## config.mk

```make
export PLATFORM = sky130hd
export DESIGN_NAME = alu_ctrl_decode_stage
export DESIGN_NICKNAME = d
export VERILOG_FILES = /design/src/rtl/alu_ctrl_decode_stage.sv
export SDC_FILE = /design/constraint.sdc
export NUM_CORES = 1
export LEC_CHECK = 0
export ABC_AREA = 1
export CORE_MARGIN = 5
export CORE_UTILIZATION = 41
export DETAILED_ROUTE_END_ITERATION = 16
export GPL_TIMING_DRIVEN = 0
export SYNTH_ARGS = -nofsm -noshare
export SYNTH_HDL_FRONTEND = slang
export SYNTH_SLANG_ARGS = --single-unit
```

## constraint.sdc

```tcl
create_clock -name clk -period 8.67 [get_ports clk]
set_clock_uncertainty 0.2 [all_clocks]
set_input_delay 1.734 -clock clk [delete_from_list [all_inputs] [get_ports clk]]
set_output_delay 1.734 -clock clk [all_outputs]
set_load 0.02 [all_outputs]
```

## src/rtl/alu_ctrl_decode_stage.sv

```systemverilog
// RV32I decode stage: turns an instruction into ALU control fields behind a
// valid/ready handshake with a two-entry skid buffer so upstream sees a registered ready.
module alu_ctrl_decode_stage #(
  parameter int XLEN = 32
) (
  input  logic            clk,
  input  logic            rst,
  input  logic            Flush,
  input  logic            In_Valid,
  output logic            In_Ready,
  input  logic [31:0]     Instruction,
  output logic            Out_Valid,
  input  logic            Out_Ready,
  output logic [3:0]      ALU_Operation,
  output logic [1:0]      Src1_Sel,
  output logic            Src2_Imm,
  output logic [XLEN-1:0] Imm,
  output logic [4:0]      Rs1,
  output logic [4:0]      Rs2,
  output logic [4:0]      Rd,
  output logic            Reg_Write,
  output logic            Illegal
);

  localparam logic [3:0] ALU_ADD = 4'd0, ALU_SUB = 4'd1, ALU_SLL = 4'd2, ALU_SLT = 4'd3,
                         ALU_SLTU = 4'd4, ALU_XOR = 4'd5, ALU_SRL = 4'd6, ALU_SRA = 4'd7,
                         ALU_OR = 4'd8, ALU_AND = 4'd9;
  localparam logic [6:0] OP_R = 7'b0110011, OP_I = 7'b0010011, OP_LOAD = 7'b0000011,
                         OP_STORE = 7'b0100011, OP_BRANCH = 7'b1100011, OP_LUI = 7'b0110111,
                         OP_AUIPC = 7'b0010111, OP_JAL = 7'b1101111, OP_JALR = 7'b1100111;
  localparam logic [6:0] F7_ZERO = 7'b0000000, F7_ALT = 7'b0100000;

  typedef struct packed {
    logic [3:0]      alu_op;
    logic [1:0]      src1_sel;
    logic            src2_imm;
    logic [XLEN-1:0] imm;
    logic [4:0]      rs1;
    logic [4:0]      rs2;
    logic [4:0]      rd;
    logic            reg_write;
    logic            illegal;
  } entry_t;

  typedef enum logic [1:0] {EMPTY, ONE, FULL} state_t;

  state_t state;
  entry_t main_q, skid_q, dec;
  logic   ready_q;

  logic [6:0] opcode, f7;
  logic [2:0] f3;
  logic [31:0] imm_i, imm_s, imm_b, imm_u, imm_j, imm_sh;

  assign opcode = Instruction[6:0];
  assign f3     = Instruction[14:12];
  assign f7     = Instruction[31:25];
  assign imm_i  = {{20{Instruction[31]}}, Instruction[31:20]};
  assign imm_s  = {{20{Instruction[31]}}, Instruction[31:25], Instruction[11:7]};
  assign imm_b  = {{20{Instruction[31]}}, Instruction[7], Instruction[30:25],
                   Instruction[11:8], 1'b0};
  assign imm_u  = {Instruction[31:12], 12'b0};
  assign imm_j  = {{12{Instruction[31]}}, Instruction[19:12], Instruction[20],
                   Instruction[30:21], 1'b0};
  assign imm_sh = {27'b0, Instruction[24:20]};

  always_comb begin
    dec           = '0;
    dec.alu_op    = ALU_ADD;
    dec.rs1       = Instruction[19:15];
    dec.rs2       = Instruction[24:20];
    dec.rd        = Instruction[11:7];
    case (opcode)
      OP_R, OP_I: begin
        dec.reg_write = 1'b1;
        dec.src2_imm  = (opcode == OP_I);
        dec.imm       = (opcode == OP_I) ? imm_i : '0;
        case (f3)
          3'b000:  dec.alu_op = (opcode == OP_R && f7 == F7_ALT) ? ALU_SUB : ALU_ADD;
          3'b001:  dec.alu_op = ALU_SLL;
          3'b010:  dec.alu_op = ALU_SLT;
          3'b011:  dec.alu_op = ALU_SLTU;
          3'b100:  dec.alu_op = ALU_XOR;
          3'b101:  dec.alu_op = (f7 == F7_ALT) ? ALU_SRA : ALU_SRL;
          3'b110:  dec.alu_op = ALU_OR;
          default: dec.alu_op = ALU_AND;
        endcase
        if (opcode == OP_R) begin
          if (!(f7 == F7_ZERO || (f7 == F7_ALT && (f3 == 3'b000 || f3 == 3'b101))))
            dec.illegal = 1'b1;
        end else if (f3 == 3'b001 || f3 == 3'b101) begin
          // Immediate shifts carry the shift amount only; funct7 must be a valid shift kind.
          dec.imm = imm_sh;
          if (f7 != F7_ZERO && !(f3 == 3'b101 && f7 == F7_ALT))
            dec.illegal = 1'b1;
        end
      end
      OP_LOAD: begin
        dec.src2_imm  = 1'b1;
        dec.imm       = imm_i;
        dec.reg_write = 1'b1;
      end
      OP_STORE: begin
        dec.src2_imm  = 1'b1;
        dec.imm       = imm_s;
      end
      OP_BRANCH: begin
        dec.imm = imm_b;
        case (f3)
          3'b000, 3'b001: dec.alu_op = ALU_SUB;
          3'b100, 3'b101: dec.alu_op = ALU_SLT;
          3'b110, 3'b111: dec.alu_op = ALU_SLTU;
          default:        dec.illegal = 1'b1;
        endcase
      end
      OP_LUI, OP_AUIPC: begin
        dec.src1_sel  = (opcode == OP_LUI) ? 2'd2 : 2'd1;
        dec.src2_imm  = 1'b1;
        dec.imm       = imm_u;
        dec.reg_write = 1'b1;
      end
      OP_JAL: begin
        dec.src1_sel  = 2'd1;
        dec.src2_imm  = 1'b1;
        dec.imm       = imm_j;
        dec.reg_write = 1'b1;
      end
      OP_JALR: begin
        dec.src2_imm  = 1'b1;
        dec.imm       = imm_i;
        dec.reg_write = 1'b1;
        if (f3 != 3'b000) dec.illegal = 1'b1;
      end
      default: dec.illegal = 1'b1;
    endcase
    if (dec.illegal) begin
      dec.alu_op    = ALU_ADD;
      dec.reg_write = 1'b0;
    end
  end

  logic accept, drain;
  assign accept = In_Valid && ready_q;
  assign drain  = (state != EMPTY) && Out_Ready;

  // Ready is updated alongside the state so it always equals (state != FULL).
  always_ff @(posedge clk or posedge rst) begin
    if (rst) begin
      state   <= EMPTY;
      main_q  <= '0;
      skid_q  <= '0;
      ready_q <= 1'b1;
    end else if (Flush) begin
      state   <= EMPTY;
      ready_q <= 1'b1;
    end else begin
      case (state)
        EMPTY: if (accept) begin
          main_q <= dec;
          state  <= ONE;
        end
        ONE: begin
          if (accept && drain) begin
            main_q <= dec;
          end else if (accept) begin
            skid_q  <= dec;
            state   <= FULL;
            ready_q <= 1'b0;
          end else if (drain) begin
            state <= EMPTY;
          end
        end
        default: if (drain) begin
          main_q  <= skid_q;
          state   <= ONE;
          ready_q <= 1'b1;
        end
      endcase
    end
  end

  assign In_Ready      = ready_q;
  assign Out_Valid     = (state != EMPTY);
  assign ALU_Operation = main_q.alu_op;
  assign Src1_Sel      = main_q.src1_sel;
  assign Src2_Imm      = main_q.src2_imm;
  assign Imm           = main_q.imm;
  assign Rs1           = main_q.rs1;
  assign Rs2           = main_q.rs2;
  assign Rd            = main_q.rd;
  assign Reg_Write     = main_q.reg_write;
  assign Illegal       = main_q.illegal;

endmodule
```

==> flow_metrics.py <==
metrics = {
    "clocking": {
        "ctsLongestPathBuffers": 2,
        "htree_levels": 4,
        "numCtsBuffers": 17,
        "cts_tree": "done",
        "numClockSinks": 115,
        "cts.reportedPaths.clkPinSlew_ns": 0.06,
        "post_cts_buffers": 0,
        "clock_latency_ns": 0.42,
        "clockRootBuffer": "clkbuf_16",
        "cts.repair.resized": 0,
        "hold_buffers": 0,
    },
    "timing": {
        "drv_slew": 0,
        "min_period_ns": 3.71,
        "maxSlewHeadroom_pct": 54.6,
        "worstMarginPinSlew_ns": 0.681,
        "rsz0062_at_grt": "false",
        "finalSetupTns_ns": 0,
        "timing.final.crit_share_pct": 42.8,
        "setup_slack_ns": 4.96,
        "max_freq_mhz": 270,
        "hold_violations": 0,
        "setup_viol": 0,
    },
    "placement": {
        "gp_congestion": 0.867,
        "pre_cts_ws_ns": 4.64,
        "portBuffers": 93,
        "dp_hpwl_mm": 12.8,
    },
    "floorplanning": {
        "die_h_um": 128,
        "row_count": 43,
        "ioPinCount": 95,
        "fp.dieW_um": 128,
        "start_util_pct": 41.6,
        "dieArea_sq_mm": 0.0165,
        "coreArea_sq_mm": 0.0138,
    },
    "power_and_ir_drop": {
        "vdd_drop_max_uv": 117,
        "p_per_area_mw_per_mm2": 284,
        "leakage_nw": 3.86,
        "p_total_mw": 2.13,
    },
    "layout": {
        "diodes": 0,
        "drive_gt1_share_pct": 8.61,
        "final_util_pct": 54.3,
        "seq_area_sq_mm": 0.00288,
        "multi_input_area_sq_mm": 0.00244,
        "syn_to_final_growth_pct": 30.6,
        "nNetsFinal": 918,
        "fill_cells": 1373,
    },
    "yosys": {
        "syn_avg_cell_area_sq_um": 7.48,
        "yosysWarnings": 0,
        "synth_area_leader_cell": "dfrtp_1",
        "syn-num-nets": 805,
        "ys_seq_elements": 115,
        "netlist_instances": 768,
        "synth.top_cells.by_area": "dfrtp_1 50%, nand2_1 20%, nor2_1 4.2%",
        "synth_cell_types": 28,
        "synth_top_area_share_pct": 49.7,
        "synth_edf_count": 0,
        "synth_commonest_cells": "302 x nand2_1, 114 x dfrtp_1, 64 x nor2_1",
        "yosysMostFrequentCell": "nand2_1",
        "synth_seq_area_share_pct": 50.1,
        "synthFlopType": "dfrtp_1",
        "netlist_area_sq_mm": 0.00575,
        "ys_async_sr_fraction_pct": 100,
    },
    "grt": {
        "grt_pass1_wl_mm": 28.8,
        "antenna_found_initial": 0,
        "grt_max_degree": 68,
        "grt_pass1_vias": 5501,
        "grtUsageTotal_pct": 22.5,
        "grt-ovfl-total": 0,
    },
    "detailed_routing": {
        "dr.pass1.iters": 5,
        "drc": 0,
        "detail_route.wl_per_cell_um": 16.6,
        "vias": 5557,
        "routed_via_density": 5.17,
        "drt-initial-drc-count": 367,
        "drtAntennaViolNets": 0,
        "wirelength_mm": 17.8,
    },
    "worst_setup_path": {
        "worstSetupPathType": "reg -> out",
        "crit_chain": "nor2_1 -> inv_1 -> clkdlybuf4s50_1",
        "max_stage_delay_ns": 0.55,
        "cp_data_required_time_ns": 6.74,
        "crit_arrival_ns": 1.78,
        "end_kind": "primary output",
        "start_kind": "flip-flop",
        "path_max_fanout": 5,
        "slowest_stage": "clkdlybuf4s50_1",
    },
    "min_path": {
        "hp-class": "reg -> reg",
    },
    "job": {
        "drv_cap": 0,
    },
    "status": {
        "status": "finished clean",
    },
}
-- cells by family after synthesis --
group / count (synthesis) / share of synthesized area, %
AOI/OAI and AO/OA: 131 / 13.1
buffers and inverters: 104 / 7.34
DFF: 115 / 50.1
muxes: 1 / 0.196
and+or+nand+nor: 417 / 29.3
-- where the power goes --
group          switching [mW]  internal (mW)
combinational           0.390          0.279
clock                   0.249          0.432
sequential             0.0815          0.699
-- metrics by stage --
stage | instance area, sq um | std cells | hold slack (ns)
after CTS | 7500 | 1074 | 0.272
after global placement | 6900 | 1041 | 0.255
after detailed placement | 6930 | 1042 | 0.259
final | 7500 | 1074 | 0.273
after global routing | 7500 | 1074 | 0.298
after floorplan | 5750 | 768 | 0.242
-- state kept, by name, summed over array words and instances (netlist names) --
name / flops
Src2_Imm: 1
Src1_Sel: 2
state: 2
skid_q: 56
ALU_Operation: 4
Imm: 32
Reg_Write: 1
In_Ready: 1
Illegal: 1
Rd: 5
Rs1: 5
Rs2: 5
-- per-layer routing --
layer	vias to the layer above	wire length, um	global-route usage, %
met5	-	0	0
met1	2661	8070	30.0
met3	21	1050	4.86
met4	0	227	6.99
met2	176	8430	36.8
li1	2699	-	-
-- final cells by class --
class,instances,area share [%]
plain buffers,44,2.62
clock buffers,20,6.09
clock inverters,12,1.50
inverters,60,3.07
multi-input cells,549,32.6
flip-flops and latches,115,38.4
well taps,180,3.00
repair buffers,94,12.8
-- critical path: cells and delay by family, from the launching register on --
kind                   cells  cell delay (ns)
buffers and inverters      2             0.62
flip-flops                 1             0.44
AND/OR/NAND/NOR            1             0.29
-- final timing paths --
check / end / cells after the start / start / slack (ns)
max in group asynchronous: In_Ready$_DFFE_PP1P_ / 3 / rst / 6.02
worst max register to register: skid_q[8]$_DFFE_PP0P_ / 10 / state[1]$_DFFE_PP0P_ / 6.41
worst min-delay path: skid_q[11]$_DFFE_PP0P_ / 2 / skid_q[11]$_DFFE_PP0P_ / 0.27
min in group asynchronous: Imm[24]$_DFFE_PP0P_ / 2 / rst / 1.53
worst min register to register: skid_q[11]$_DFFE_PP0P_ / 2 / skid_q[11]$_DFFE_PP0P_ / 0.27
worst max-delay path: Out_Valid / 3 / state[1]$_DFFE_PP0P_ / 4.96
-- placed cells by master (no fill, tap or decap), drive strengths merged, types with 2 or more instances in the layout --
master         instances
a21oi                 30
a22oi                  3
a31oi                 16
buf                   26
bufinv                 2
clkbuf                39
clkdlybuf4s50         93
clkinv                 9
dfrtp                114
inv                   60
nand2                307
nand3                 24
nand4                 13
nor2                  70
o211ai                22
o21ai                 56
o22ai                  2
or2                    2
(Power assumes the default switching activity.)
